==> src/rtl/rot_pkg.sv <==
`default_nettype none
// ============================================================================
//  Module      : rot_pkg
//  Description : Shared constants and command type for the rotate-right
//                command stager and its FIFO.
//  Revision    : 1.0 - initial release
// ============================================================================
package rot_pkg;

    // Data width of the downstream barrel shifter and its select width.
    localparam int W  = 8;
    localparam int AW = 3;

    // One queued rotate command: the word and its rotate-right amount.
    typedef struct packed {
        logic [W-1:0]  data;
        logic [AW-1:0] amt;
    } rot_cmd_t;

    // Packs a data word and amount into a command.
    function automatic rot_cmd_t make_cmd(input logic [W-1:0] data,
                                          input logic [AW-1:0] amt);
        rot_cmd_t c;
        c.data = data;
        c.amt  = amt;
        return c;
    endfunction

endpackage : rot_pkg
`default_nettype wire

==> src/rtl/rot_cmd_stager_if.sv <==
`default_nettype none
// ============================================================================
//  Module      : rot_cmd_stager_if
//  Description : Bundle of the producer handshake, the shifter hookup and
//                the result handshake of the rotate command stager.
//                "slave" is the stager's view, "master" the parent's view.
//  Revision    : 1.0 - initial release
// ============================================================================
interface rot_cmd_stager_if #(
    parameter int DEPTH = 4,
    parameter int W     = rot_pkg::W,
    parameter int AW    = rot_pkg::AW
) ();

    localparam int LW = $clog2(DEPTH) + 1;

    // Producer side
    logic          in_valid;
    logic          in_ready;
    logic [W-1:0]  in_data;
    logic [AW-1:0] in_amt;

    // Shifter hookup (shifter is combinational, owned by the parent)
    logic [W-1:0]  sh_d;
    logic [AW-1:0] sh_c;
    logic [W-1:0]  sh_q;

    // Consumer side
    logic          res_valid;
    logic          res_ready;
    logic [W-1:0]  res_data;
    logic [AW-1:0] res_amt;

    // Status
    logic [LW-1:0] level;
    logic          ovf_err;

    modport slave (
        input  in_valid, in_data, in_amt, sh_q, res_ready,
        output in_ready, sh_d, sh_c, res_valid, res_data, res_amt,
               level, ovf_err
    );

    modport master (
        output in_valid, in_data, in_amt, sh_q, res_ready,
        input  in_ready, sh_d, sh_c, res_valid, res_data, res_amt,
               level, ovf_err
    );

endinterface : rot_cmd_stager_if
`default_nettype wire

==> src/rtl/rot_cmd_fifo.sv <==
`default_nettype none
// ============================================================================
//  Module      : rot_cmd_fifo
//  Description : DEPTH-entry synchronous FIFO of rotate commands. The head
//                entry is shown combinationally from registered state only
//                (zero when empty). Push while full and pop while empty are
//                ignored so the occupancy can never go out of range.
//  Revision    : 1.0 - initial release
// ============================================================================
module rot_cmd_fifo
    import rot_pkg::*;
#(
    parameter int DEPTH = 4
) (
    input  wire logic                   clk,
    input  wire logic                   rst,
    input  wire logic                   i_push,
    input  wire rot_cmd_t               i_cmd,
    input  wire logic                   i_pop,
    output rot_cmd_t                    o_head,
    output logic [$clog2(DEPTH):0]      o_level,
    output logic                        o_full,
    output logic                        o_empty
);

    localparam int PW = $clog2(DEPTH);
    localparam logic [PW:0] C_FULL = (PW+1)'(DEPTH);

    rot_cmd_t        r_mem [DEPTH];
    logic [PW-1:0]   r_wr;
    logic [PW-1:0]   r_rd;
    logic [PW:0]     r_level;

    logic            w_push;
    logic            w_pop;

    assign o_full  = (r_level == C_FULL);
    assign o_empty = (r_level == '0);
    assign o_level = r_level;

    assign w_push  = i_push & ~o_full;
    assign w_pop   = i_pop  & ~o_empty;

    // Head is zero while empty so the shifter inputs are quiet and defined.
    assign o_head  = o_empty ? '0 : r_mem[r_rd];

    // Storage write; contents need no reset because occupancy guards reads.
    always_ff @(posedge clk) begin
        if (w_push) begin
            r_mem[r_wr] <= i_cmd;
        end
    end

    // Pointers wrap naturally at DEPTH because DEPTH is a power of two.
    always_ff @(posedge clk or posedge rst) begin
        if (rst) begin
            r_wr <= '0;
            r_rd <= '0;
        end else begin
            if (w_push) begin
                r_wr <= r_wr + 1'b1;
            end
            if (w_pop) begin
                r_rd <= r_rd + 1'b1;
            end
        end
    end

    // Occupancy: a simultaneous push and pop leaves it unchanged.
    always_ff @(posedge clk or posedge rst) begin
        if (rst) begin
            r_level <= '0;
        end else begin
            case ({w_push, w_pop})
                2'b10:   r_level <= r_level + 1'b1;
                2'b01:   r_level <= r_level - 1'b1;
                default: r_level <= r_level;
            endcase
        end
    end

endmodule : rot_cmd_fifo
`default_nettype wire

==> src/rtl/rot_cmd_stager.sv <==
`default_nettype none
// ============================================================================
//  Module      : rot_cmd_stager
//  Description : Feed stage for the combinational rotate-right shifter.
//                Commands are queued in a small FIFO, the head command drives
//                the shifter, and the shifter result is captured into a
//                valid/ready result register. A sticky flag records any
//                push attempted while the FIFO was full.
//  Revision    : 1.0 - initial release
// ============================================================================
module rot_cmd_stager #(
    parameter int DEPTH = 4,
    parameter int W     = rot_pkg::W,
    parameter int AW    = rot_pkg::AW
) (
    input  wire logic        clk,
    input  wire logic        rst,
    rot_cmd_stager_if.slave  bus
);

    import rot_pkg::*;

    localparam int LW = $clog2(DEPTH) + 1;

    rot_cmd_t        w_push_cmd;
    rot_cmd_t        w_head;
    logic            w_full;
    logic            w_empty;
    logic [LW-1:0]   w_level;
    logic            w_push;
    logic            w_pop;
    logic            w_can_load;

    logic            r_res_valid;
    logic [W-1:0]    r_res_data;
    logic [AW-1:0]   r_res_amt;
    logic            r_ovf_err;

    // Acceptance depends only on registered occupancy: no pass-through
    // when full even if the consumer is draining this cycle.
    assign bus.in_ready = ~w_full;
    assign w_push       = bus.in_valid & ~w_full;

    // The result register can take a new value when empty or being drained.
    assign w_can_load   = ~r_res_valid | bus.res_ready;
    assign w_pop        = ~w_empty & w_can_load;

    assign w_push_cmd   = make_cmd(bus.in_data, bus.in_amt);

    rot_cmd_fifo #(
        .DEPTH   (DEPTH)
    ) u_fifo (
        .clk     (clk),
        .rst     (rst),
        .i_push  (w_push),
        .i_cmd   (w_push_cmd),
        .i_pop   (w_pop),
        .o_head  (w_head),
        .o_level (w_level),
        .o_full  (w_full),
        .o_empty (w_empty)
    );

    // Head command feeds the external shifter; it only moves on clock edges.
    assign bus.sh_d     = w_head.data;
    assign bus.sh_c     = w_head.amt;

    // Result register: load the shifter output on pop, clear valid once
    // consumed with nothing new behind it; data/amount hold otherwise.
    always_ff @(posedge clk or posedge rst) begin
        if (rst) begin
            r_res_valid <= 1'b0;
            r_res_data  <= '0;
            r_res_amt   <= '0;
        end else if (w_pop) begin
            r_res_valid <= 1'b1;
            r_res_data  <= bus.sh_q;
            r_res_amt   <= w_head.amt;
        end else if (r_res_valid & bus.res_ready) begin
            r_res_valid <= 1'b0;
        end
    end

    // Sticky overflow flag: a command offered while full is dropped.
    always_ff @(posedge clk or posedge rst) begin
        if (rst) begin
            r_ovf_err <= 1'b0;
        end else if (bus.in_valid & w_full) begin
            r_ovf_err <= 1'b1;
        end
    end

    assign bus.res_valid = r_res_valid;
    assign bus.res_data  = r_res_data;
    assign bus.res_amt   = r_res_amt;
    assign bus.level     = w_level;
    assign bus.ovf_err   = r_ovf_err;

endmodule : rot_cmd_stager
`default_nettype wire
==> src/flat_wrapper.sv <==
// flat-port wrapper written by rule: the top's interface ports become plain ports
module rot_cmd_stager_flat import rot_pkg::*;
#(
    parameter int DEPTH = 4,
    parameter int W     = rot_pkg::W,
    parameter int AW    = rot_pkg::AW
)
  (clk, rst, bus_in_valid, bus_in_data, bus_in_amt, bus_sh_q, bus_res_ready, bus_in_ready, bus_sh_d, bus_sh_c, bus_res_valid, bus_res_data, bus_res_amt, bus_level, bus_ovf_err);
  rot_cmd_stager_if #(.DEPTH(DEPTH), .W(W), .AW(AW)) bus_i ();
  input  wire logic clk;
  input  wire logic rst;
  input wire logic [$bits(bus_i.in_valid)-1:0] bus_in_valid;
  input wire logic [$bits(bus_i.in_data)-1:0] bus_in_data;
  input wire logic [$bits(bus_i.in_amt)-1:0] bus_in_amt;
  input wire logic [$bits(bus_i.sh_q)-1:0] bus_sh_q;
  input wire logic [$bits(bus_i.res_ready)-1:0] bus_res_ready;
  output wire logic [$bits(bus_i.in_ready)-1:0] bus_in_ready;
  output wire logic [$bits(bus_i.sh_d)-1:0] bus_sh_d;
  output wire logic [$bits(bus_i.sh_c)-1:0] bus_sh_c;
  output wire logic [$bits(bus_i.res_valid)-1:0] bus_res_valid;
  output wire logic [$bits(bus_i.res_data)-1:0] bus_res_data;
  output wire logic [$bits(bus_i.res_amt)-1:0] bus_res_amt;
  output wire logic [$bits(bus_i.level)-1:0] bus_level;
  output wire logic [$bits(bus_i.ovf_err)-1:0] bus_ovf_err;
  assign bus_i.in_valid = bus_in_valid;
  assign bus_i.in_data = bus_in_data;
  assign bus_i.in_amt = bus_in_amt;
  assign bus_i.sh_q = bus_sh_q;
  assign bus_i.res_ready = bus_res_ready;
  assign bus_in_ready = bus_i.in_ready;
  assign bus_sh_d = bus_i.sh_d;
  assign bus_sh_c = bus_i.sh_c;
  assign bus_res_valid = bus_i.res_valid;
  assign bus_res_data = bus_i.res_data;
  assign bus_res_amt = bus_i.res_amt;
  assign bus_level = bus_i.level;
  assign bus_ovf_err = bus_i.ovf_err;
  rot_cmd_stager #(.DEPTH(DEPTH), .W(W), .AW(AW)) u_core (.clk(clk), .rst(rst), .bus(bus_i));
endmodule
==> config.mk <==
export PLATFORM = sky130hd
export DESIGN_NAME = rot_cmd_stager_flat
export DESIGN_NICKNAME = d
export VERILOG_FILES = /design/src/rtl/rot_pkg.sv /design/src/rtl/rot_cmd_stager_if.sv /design/src/rtl/rot_cmd_fifo.sv /design/src/rtl/rot_cmd_stager.sv /design/src/flat_wrapper.sv
export SDC_FILE = /design/constraint.sdc
export NUM_CORES = 1
export LEC_CHECK = 0
export CAP_MARGIN = 20
export CORE_MARGIN = 4
export CORE_UTILIZATION = 51
export CTS_CLUSTER_DIAMETER = 40
export DETAILED_ROUTE_END_ITERATION = 8
export PLACE_DENSITY = 0.83
export SYNTH_ARGS = -nofsm -noshare
export SYNTH_HDL_FRONTEND = slang
export SYNTH_SLANG_ARGS = --single-unit
==> constraint.sdc <==
create_clock -name clk -period 2.35 [get_ports clk]
set_input_delay 0.47 -clock clk [delete_from_list [all_inputs] [get_ports clk]]
set_output_delay 0.47 -clock clk [all_outputs]
set_load 0.01 [all_outputs]
Yosys cells after proc, flatten, opt, wreduce, memory -nomap -nowiden
Memory sizes are Yosys's and may differ from the RTL's.
Cells that the tools add are included.
Storage, ports and cells
  flip-flop bits (word level): 20
  memory bits (writable): 44
  bits of input ports: 23
  output and inout port bits: 28
  word-level logic and storage cells: 34
  memories kept: 1
Memories
  u_core.u_fifo.r_mem: depth 4, width 11, rd ports 1, clocked after memory_dff 0, wr ports 1, RTL line rot_cmd_fifo.sv:29  | rot_cmd_t r_mem [DEPTH];
Cells by class
  add/sub/neg operators: 4
  eq/ne operators: 3
  muxes and demuxes: 6
  bitwise gates (word level): 10
  reduce and logical (&&, ||, !) cells: 3
Operators by type and width (count)
  two-way mux 11 bit: 1
  AND 1 bit: 6
  one-hot mux 3 bit (2 select lines): 1
  adder 2 x 1 -> 2 bit, second input constant: 2
  two-way mux 1 bit: 4
  nonzero test 2 bit: 2
  adder 3 x 1 -> 3 bit, second input constant: 1
  == test 3 bit, second input constant: 1
  logical NOT 3 bit: 1
  inverter 1 bit: 3
  subtractor 3 x 1 -> 3 bit, second input constant: 1
  == test 2 x 1 -> 1 bit, second input constant: 1
  == test 2 bit, second input constant: 1
  bitwise OR 1 bit: 1

Depth between registers and ports, before layout
Gate-level depths: netlist of run 1.
  depth after elaboration: 6
  depth in mapped cells: 9
  depth with buffers taken out: 9

Cells and area by module
Synthesis of run 1 repeated with hierarchy kept, for this count alone.
Second synthesis, totals
  cells, all modules: 141
  area, all modules: 2667.6 sq um
By module, submodules not included
  rot_cmd_fifo: times used 1, cells an instance 108, area an instance 2164.6 sq um, seq. area each 1496.4 sq um
  rot_cmd_stager: times used 1, cells an instance 33, area an instance 503.0 sq um, seq. area each 325.3 sq um

Least setup slack after synthesis of run 1
OpenSTA, ideal clock, no wires.
  path kind: input -> register
  start: input bus_res_ready
  end: register u_core.u_fifo.r_level[2] (netlist: u_core.u_fifo.o_level[2])
  setup time: 0.079 ns
  arrival: 1.913 ns
  data required time: 2.271 ns
  slack: 0.357 ns
  stages on the path: 9
  path buffers: 1
  cell sequence: nand2b_1 -> nor2b_4 -> buf_6 -> ha_1 -> inv_1 -> fa_1 -> xor2_1 -> nor2_1 -> xor2_1
On the way
  cells in the longest elaborated chain, start to end: 5
  elaborated cells between the ends (all ways): 7
  classes of those cells: eq/ne: 2; mux: 1; bitwise: 3; reduce/logical: 1
RTL lines
  start: declaration: RTL line flat_wrapper.sv:16  | input wire logic [$bits(bus_i.res_ready)-1:0] bus_res_ready;
  bitwise OR 1 bit *: RTL line rot_cmd_stager.sv:45  | assign w_can_load = ~r_res_valid | bus.res_ready;
  AND 1 bit *: RTL line rot_cmd_stager.sv:46  | assign w_pop = ~w_empty & w_can_load;
  net u_core.u_fifo.i_pop: RTL line rot_cmd_fifo.sv:19  | input wire logic i_pop,
  AND 1 bit *: RTL line rot_cmd_fifo.sv:42  | assign w_pop = i_pop & ~o_empty;
  == test 2 x 1 -> 1 bit / == test 2 bit (equally long branches): RTL line rot_cmd_fifo.sv:74  | case ({w_push, w_pop})
  one-hot mux 3 bit (2 select lines) / nonzero test 2 bit (equally long branches)
  end signal: assignment: RTL line rot_cmd_fifo.sv:75  | 2'b10: r_level <= r_level + 1'b1;
  end signal: assignment: RTL line rot_cmd_fifo.sv:76  | 2'b01: r_level <= r_level - 1'b1;
  end signal: assignment: RTL line rot_cmd_fifo.sv:77  | default: r_level <= r_level;
  end: declaration: RTL line rot_cmd_fifo.sv:32  | logic [PW:0] r_level;
Mark *: on every way through the listed nets, which the timed path passes. The rest lies on a longest branch.
A chain may end at the register's enable or synchronous reset.

Worst setup path in the final report of run 1
  start: register u_core.u_fifo.r_rd[0]
  end: output bus_sh_d[4]
On the way
  cells in the longest elaborated chain, start to end: 2
RTL lines
  start: declaration: RTL line rot_cmd_fifo.sv:31  | logic [PW-1:0] r_rd;
  start signal: assignment: RTL line rot_cmd_fifo.sv:64  | r_rd <= r_rd + 1'b1;
  memory (4 x 11 bit)
  two-way mux 11 bit: RTL line rot_cmd_fifo.sv:45  | assign o_head = o_empty ? '0 : r_mem[r_rd];
  end: declaration: RTL line flat_wrapper.sv:18  | output wire logic [$bits(bus_i.sh_d)-1:0] bus_sh_d;
No other way between the ends.

==> results.md, run 1 <==
- Final ANT Viol Nets: 0
- Vias per cell: 5.01
- GRT overflow: 0
- Reg2Reg Setup Slack: roughly 170 ps
- First-pass GRT wire length: between 8 and 9 mm
- IO Port Bufs: 50
- DPL Wire Length: 3.41 mm
- Mapped Area: ~0.0026 mm²
- Sequential Area: 0.00182 mm²
- Residual DRC count: 0
- FF+latch count, synth: 64
- RR Startpoint: u_core.u_fifo.o_level[0]
- Wire length per cell: roughly 19 µm
- Area share of and/or/nand/nor cells after synthesis: 0.0645
- Fraction of synthesized area in multiplexers: 0.162
- Drt pass-1 iters: 4
- Hold_buf cts: 0
- Seq pwr share: 0.393
- Slew Limit Fails: 0
- Inserted Diodes: 0
- Via Count: around 1,400
- Cells after Synth: roughly 140
- Final wirelength: about 5.2 mm
- Net Switching: between 1000 and 1500 µW
- H-tree levels: 3
- Required time worst endpoint: roughly 1900 ps
- CP Capture Type: output pin
- Clk_skew: between 8 and 9 ps
- Cell Pwr Density: about 1300 mW/mm²
- Kind of critical path: flip-flop to output pin
- Largest net degree at the start of global routing: 21
- YS warnings: 0
- Post-synth cell types: 27
- Peak Freq: ~440 MHz
- Fin crit share: 0.967
- Endpoints failing setup: 0
- Register area share after synthesis: 0.696
- Critical-path maximum fanout: 5
- Area occupied by multi-input gates: approximately 740 µm²
- RR Endpoint: u_core.u_fifo.o_level[2]
- Syn Nets: around 170
- Status: completed
- Dpl ws: -0.227 ps
- Share of layout cells above drive strength 1: 0.270
- CP Launch Type: flip-flop
- Initial antenna violation count: 0
- Worst Hold Path Cells: 1
- Max-cap violation count: 0
- Final min period: 2270 ps
- Starting Density: 0.540
- Final Worst Setup Slack: 78.6 ps
- RSZ-0062 raised after global routing: no
- Slew margin rel.: 0.484
- Number of global-route vias before repair: 1,504
- Critical path data arrival time: roughly 1800 ps
- Power share of the clock group: 0.195
- Vert. Die Dim: between 70 and 80 µm
- Die area: 0.00634 mm²
- Switching share of power: 0.312
- GRT Total Usage: 0.180
- Clk root buf: clkbuf_8
- Synth Area in Compound Gates: 0.00287
- CTS clk-pin slew, worst paths: about 70 ps
- Comb pwr share: 0.412
- Leak Pwr: between 0.001 and 0.0015 µW
- CP Cell Sequence: clkbuf_16 -> mux4_2 -> nor2b_1 -> dlygate4sd2_1
- Largest family of logic cells by synthesized area: multiplexers
- Worst Tran Pin Value: 773 ps
- Worst vdd ir: around 0.66 mV
- Die width: ~80 µm
- Worst Hold End: u_core.bus.ovf_err
- CTS Sinks: 64
- FILL cells: 326
- CTS buffer count: 9
- Synthesized area per cell: 19.2 µm²
- Initial DRC Count: 78
- Area growth from synthesis to layout: 32.1%
- Xor/xnor cell area share of the yosys netlist: 0.0201
- Clock latency on the worst-skew pair: 330 ps
- CTS tree: built
- Worst Hold Slack: around 460 ps
- Core area: between 0.004 and 0.005 mm²
- Site Rows: 25
- Slowest cell on crit path: mux4_2
- Fin. Hold Viols: 0
- Layout Nets: ~240
- R2r worst-path depth: 10
- Synth Area in Adders: 0.0315
- GPL Wtd Cong: around 0.7
- CTS max path bufs: 2
- Min-delay worst type: flip-flop to flip-flop
- Internal: a little over 3000 µW
- Crit path largest cell delay: roughly 480 ps
- Hold_sp: u_core.bus.ovf_err
- I/O pin count: 51
[routing by layer]
metal  up-vias  routed length, µm  track usage  share of wire
met5         -                  0            0              0
met4         0                 65       0.0619          0.013
met3         6                209       0.0553          0.040
met2        35               2800        0.305           0.54
met1       714               2100        0.218           0.41
li1        639                  -            -              -
[power groups by stage]
stage	Combinational, µW	Clock [µW]	Sequential (µW)
global route	2000	951	1800
CTS	1860	886	1760
finish	1850	876	1760
floorplan	988	0	1770
global placement	1820	0	1740
detailed placement	1900	0	1780
[critical path, delay by kind of cell, from the launching register on]
family | cells | cell delay, ps
DFF | 1 | 410
and+or+nand+nor | 1 | 130
muxes | 1 | 480
buffers and inverters | 2 | 450
[flip-flops by register name (all words and copies together) (netlist names)]
signal / cells
u_core.bus.res_data: 8
u_core.u_fifo.r_rd: 2
u_core.bus.res_valid: 1
u_core.bus.res_amt: 3
u_core.bus.ovf_err: 1
u_core.u_fifo.r_mem: 44
u_core.u_fifo.o_level: 3
u_core.u_fifo.r_wr: 2
[worst max-delay path by stage]
stage / startpoint / end / slack (ps) / cells past startpoint
2_1_floorplan: bus_res_ready / u_core.u_fifo.o_level[2] / 360 / 9
3_3_place_gp: bus_res_ready / u_core.u_fifo.o_level[2] / 70 / 9
3_5_place_dp: bus_res_ready / u_core.u_fifo.o_level[2] / -0.2 / 9
4_1_cts: u_core.u_fifo.r_rd[0] / bus_sh_c[0] / -7 / 5
5_1_grt: u_core.u_fifo.r_rd[0] / bus_sh_c[2] / 10 / 4
6_report: u_core.u_fifo.r_rd[0] / bus_sh_d[4] / 80 / 4
[cell usage in the layout (no fill, tap or decap), types with 6 or more instances in the layout]
cell              n
buf_4            10
mux2_4            8
inv_1             8
clkbuf_8          9
edfxtp_1         44
dfrtp_1          18
clkdlybuf4s50_1  39
nor2b_1           9
mux4_2           11
dlygate4sd2_1     6
[stage by stage]
| stage | area [µm²] | utilization | total power (µW) | cells | TNS, ps |
|---|---|---|---|---|---|
| after detailed placement | 3250 | 0.670 | 3680 | 258 | -0.227 |
| after floorplan | 2620 | - | 2750 | 136 | 0 |
| after CTS | 3440 | 0.710 | 4510 | 277 | -6.72 |
| final | 3460 | 0.713 | 4490 | 278 | 0 |
| after global placement | 3250 | 0.670 | 3560 | 258 | 0 |
| after global routing | 3460 | 0.713 | 4750 | 278 | 0 |
[kinds of logic after synthesis]
logic type / count (synthesis)
AOI/OAI and AO/OA: 1
xor gates and xnor gates: 6
adders and majority gates: 6
buffers and inverters: 12
DFF: 64
muxes: 24
and+or+nand+nor: 23
[Yosys cell counts]
| cell type | n | share of area |
|---|---|---|
| and2b_1 | 1 | 0.0029 |
| nor2b_2 | 1 | 0.0033 |
| ha_1 | 5 | 0.024 |
| nand2_1 | 1 | 0.0014 |
| nor2b_1 | 10 | 0.024 |
| nor3b_2 | 1 | 0.0048 |
| fa_1 | 1 | 0.0076 |
| mux4_2 | 11 | 0.095 |
| nand2b_1 | 1 | 0.0024 |
| nor2b_4 | 1 | 0.0053 |
| xnor2_1 | 2 | 0.0067 |
| mux2_1 | 1 | 0.0043 |
| clkbuf_1 | 1 | 0.0014 |
| edfxtp_1 | 44 | 0.50 |
| buf_6 | 2 | 0.0086 |
| buf_2 | 1 | 0.0019 |
| inv_1 | 8 | 0.011 |
| dfrtp_1 | 20 | 0.19 |
| nor3_4 | 1 | 0.0062 |
| xor2_1 | 4 | 0.013 |
| and2_1 | 4 | 0.0096 |
| nor2_1 | 1 | 0.0014 |
| mux2_4 | 8 | 0.046 |
| and3b_1 | 1 | 0.0033 |
| a21o_1 | 1 | 0.0029 |
| mux2_2 | 3 | 0.013 |
| mux2i_1 | 1 | 0.0038 |
[repair_timing]
| action | in CTS | in global routing |
|---|---|---|
| buffers inserted | 3 | 0 |
| cloned | 0 | 1 |
| pin swaps | 1 | 0 |
| endpoints found under the setup margin | 11 | 4 |
| gates resized for setup | 21 | 6 |
[layout make-up]
cell class	instances	share of cell area
Multi-Input combinational cell	60	0.213
Clock buffer	10	0.0369
Inverter	8	0.00869
Tap cell	67	0.0242
Timing Repair Buffer	63	0.175
Clock inverter	6	0.0145
Sequential cell	64	0.528
(Power assumes the default switching activity.)
==> inputs of run 2 (changes only) <==
--- a/config.mk
+++ b/config.mk
@@ -5,12 +5,13 @@
 export SDC_FILE = /design/constraint.sdc
 export NUM_CORES = 1
 export LEC_CHECK = 0
+export ABC_AREA = 0
 export CAP_MARGIN = 20
 export CORE_MARGIN = 4
-export CORE_UTILIZATION = 51
+export CORE_UTILIZATION = 55
 export CTS_CLUSTER_DIAMETER = 40
 export DETAILED_ROUTE_END_ITERATION = 8
-export PLACE_DENSITY = 0.83
+export PLACE_DENSITY = 0.88
 export SYNTH_ARGS = -nofsm -noshare
 export SYNTH_HDL_FRONTEND = slang
 export SYNTH_SLANG_ARGS = --single-unit
==> constraint.sdc (replaced) <==
create_clock -name clk -period 2.9 [get_ports clk]
set_input_delay 0.58 -clock clk [delete_from_list [all_inputs] [get_ports clk]]
set_output_delay 0.58 -clock clk [all_outputs]
set_load 0.01 [all_outputs]
==> run 2 against run 1 <==
Against the previous run: global-route usage about the same; hold slack got worse by 1.6 ps; final area decreased by 2.0%; critical path type unchanged.
==> results.md, run 2 (same netlist as run 1, synthesis figures left out) <==
- Status: completed
- H-tree levels: 3
- Final ANT Viol Nets: 0
- Worst vdd ir: around 0.5 mV
- Endpoints failing setup: 0
- Layout Nets: around 230
- Worst Hold Path Cells: 1
- Switching share of power: 0.291
- Hold_buf cts: 0
- CTS buffer count: 9
- RR Startpoint: u_core.u_fifo.o_level[2]
- Crit path largest cell delay: roughly 550 ps
- IO Port Bufs: 50
- Core area: 0.00447 mm²
- Worst Tran Pin Value: about 800 ps
- Area growth from synthesis to layout: 29.4%
- Max-cap violation count: 0
- CTS Sinks: between 60 and 70
- Worst setup path start: u_core.u_fifo.r_rd[0]
- Final wirelength: 4.76 mm
- Clk_skew: between 7 and 8 ps
- Vert. Die Dim: between 70 and 80 µm
- GRT overflow: 0
- Dpl ws: 404 ps
- Via Count: 1,359
- CTS max path bufs: 2
- Min-delay worst type: flip-flop to flip-flop
- Largest net degree at the start of global routing: 21
- Slew margin rel.: 0.462
- RR Endpoint: u_core.u_fifo.o_level[2]
- CP Launch Type: flip-flop
- GRT Total Usage: 0.179
- Starting Density: 0.585
- Wire length per cell: roughly 19 µm
- Critical path data arrival time: approximately 2100 ps
- Slowest cell on crit path: mux4_2
- Leak Pwr: approximately 0.0013 µW
- Initial antenna violation count: 0
- Max FFs per register: 44
- Reg2Reg Setup Slack: between 800 and 900 ps
- RSZ-0062 raised after global routing: no
- R2r worst-path depth: 9
- Residual DRC count: 0
- Site Rows: 24
- Die width: 77.0 µm
- CTS resizes: 0
- CTS clk-pin slew, worst paths: ~60 ps
- Fin. Hold Viols: 0
- Required time worst endpoint: between 2000 and 2500 ps
- Comb pwr share: 0.394
- Peak Freq: between 300 and 400 MHz
- Power share of the clock group: 0.223
- Final Worst Setup Slack: 223 ps
- CP Capture Type: output pin
- Final min period: 2680 ps
- First-pass GRT wire length: 7.78 mm
- Sequential Area: between 0.0015 and 0.002 mm²
- Seq pwr share: 0.383
- Commonest non-fill, non-tap cell in the layout: clkdlybuf4s50_1
- Biggest register: u_core.u_fifo.r_mem
- Share of layout cells above drive strength 1: 0.209
- Inserted Diodes: 0
- Area occupied by multi-input gates: 734 µm²
- Vias per cell: approximately 5.4
- CP Cell Sequence: buf_4 -> mux4_2 -> nor2b_1 -> clkdlybuf4s50_1
- Cell Pwr Density: around 1100 mW/mm²
- GPL Wtd Cong: 0.747
- Internal: between 2000 and 3000 µW
- Number of global-route vias before repair: between 1,500 and 2,000
- Clk root buf: clkbuf_8
- Critical-path maximum fanout: 13
- DPL Wire Length: 3.35 mm
- FILL cells: 248
- Net Switching: 1070 µW
- Total negative slack: 0 ps
- Commonest non-fill, non-tap cells in the layout: clkdlybuf4s50_1 (50), edfxtp_1 (44), dfrtp_1 (20)
- Drt pass-1 iters: 5
- Post-CTS setup buffers: 0
- Clock latency on the worst-skew pair: roughly 330 ps
- Slew Limit Fails: 0
- I/O pin count: 51
- Worst Setup EP: bus_sh_c[0]
- Initial DRC Count: 118
- CTS tree: built
- Kind of critical path: flip-flop to output pin
- Fin crit share: 0.923
- Die area: just under 0.006 mm²
[run 2: how the worst min path moves through the flow]
| stage | start | end | slack [ps] |
|---|---|---|---|
| detailed placement | u_core.bus.ovf_err | u_core.bus.ovf_err | 450 |
| floorplan | u_core.bus.ovf_err | u_core.bus.ovf_err | 490 |
| global placement | u_core.bus.ovf_err | u_core.bus.ovf_err | 440 |
| finish | u_core.bus.ovf_err | u_core.bus.ovf_err | 460 |
| CTS | u_core.bus.ovf_err | u_core.bus.ovf_err | 460 |
| global route | u_core.bus.ovf_err | u_core.bus.ovf_err | 470 |
[run 2: final cells by class]
| type | instances | share of cell area |
|---|---|---|
| Tap cell | 52 | 0.0192 |
| Sequential cell | 64 | 0.538 |
| Multi-Input combinational cell | 60 | 0.217 |
| Clock inverter | 3 | 0.0192 |
| Clock buffer | 13 | 0.0439 |
| Timing Repair Buffer | 53 | 0.154 |
| Inverter | 8 | 0.00886 |
[run 2: worst max-delay path, delay by kind of cell (launching register included)]
kind	cells	cell delay [ps]
buf+inv	2	740
flops	1	320
mux	1	550
simple gates	1	160
[run 2: per-layer routing]
metal  GRT usage  wire (µm)  vias up
met5           0          0        -
met4      0.0836        108        0
met3      0.0621        188        9
met2       0.314       2660       32
met1       0.195       1800      699
li1            -          -      619
[run 2: stage by stage]
stage               instances  instance area [µm²]   util  hold slack [ps]  power (µW)
floorplan                 136                 2620      -              493        2230
global placement          237                 3170  0.709              439        2820
detailed placement        237                 3170  0.709              449        2900
CTS                       253                 3390  0.757              463        3730
global route              253                 3390  0.757              473        3890
finish                    253                 3390  0.757              457        3680
[run 2: power groups by stage]
stage | logic [µW] | clock network, µW | registers, µW
2_1_floorplan | 801 | 0 | 1430
3_3_place_gp | 1410 | 0 | 1410
3_5_place_dp | 1470 | 0 | 1430
4_1_cts | 1480 | 833 | 1410
5_1_grt | 1570 | 887 | 1440
6_report | 1450 | 821 | 1410
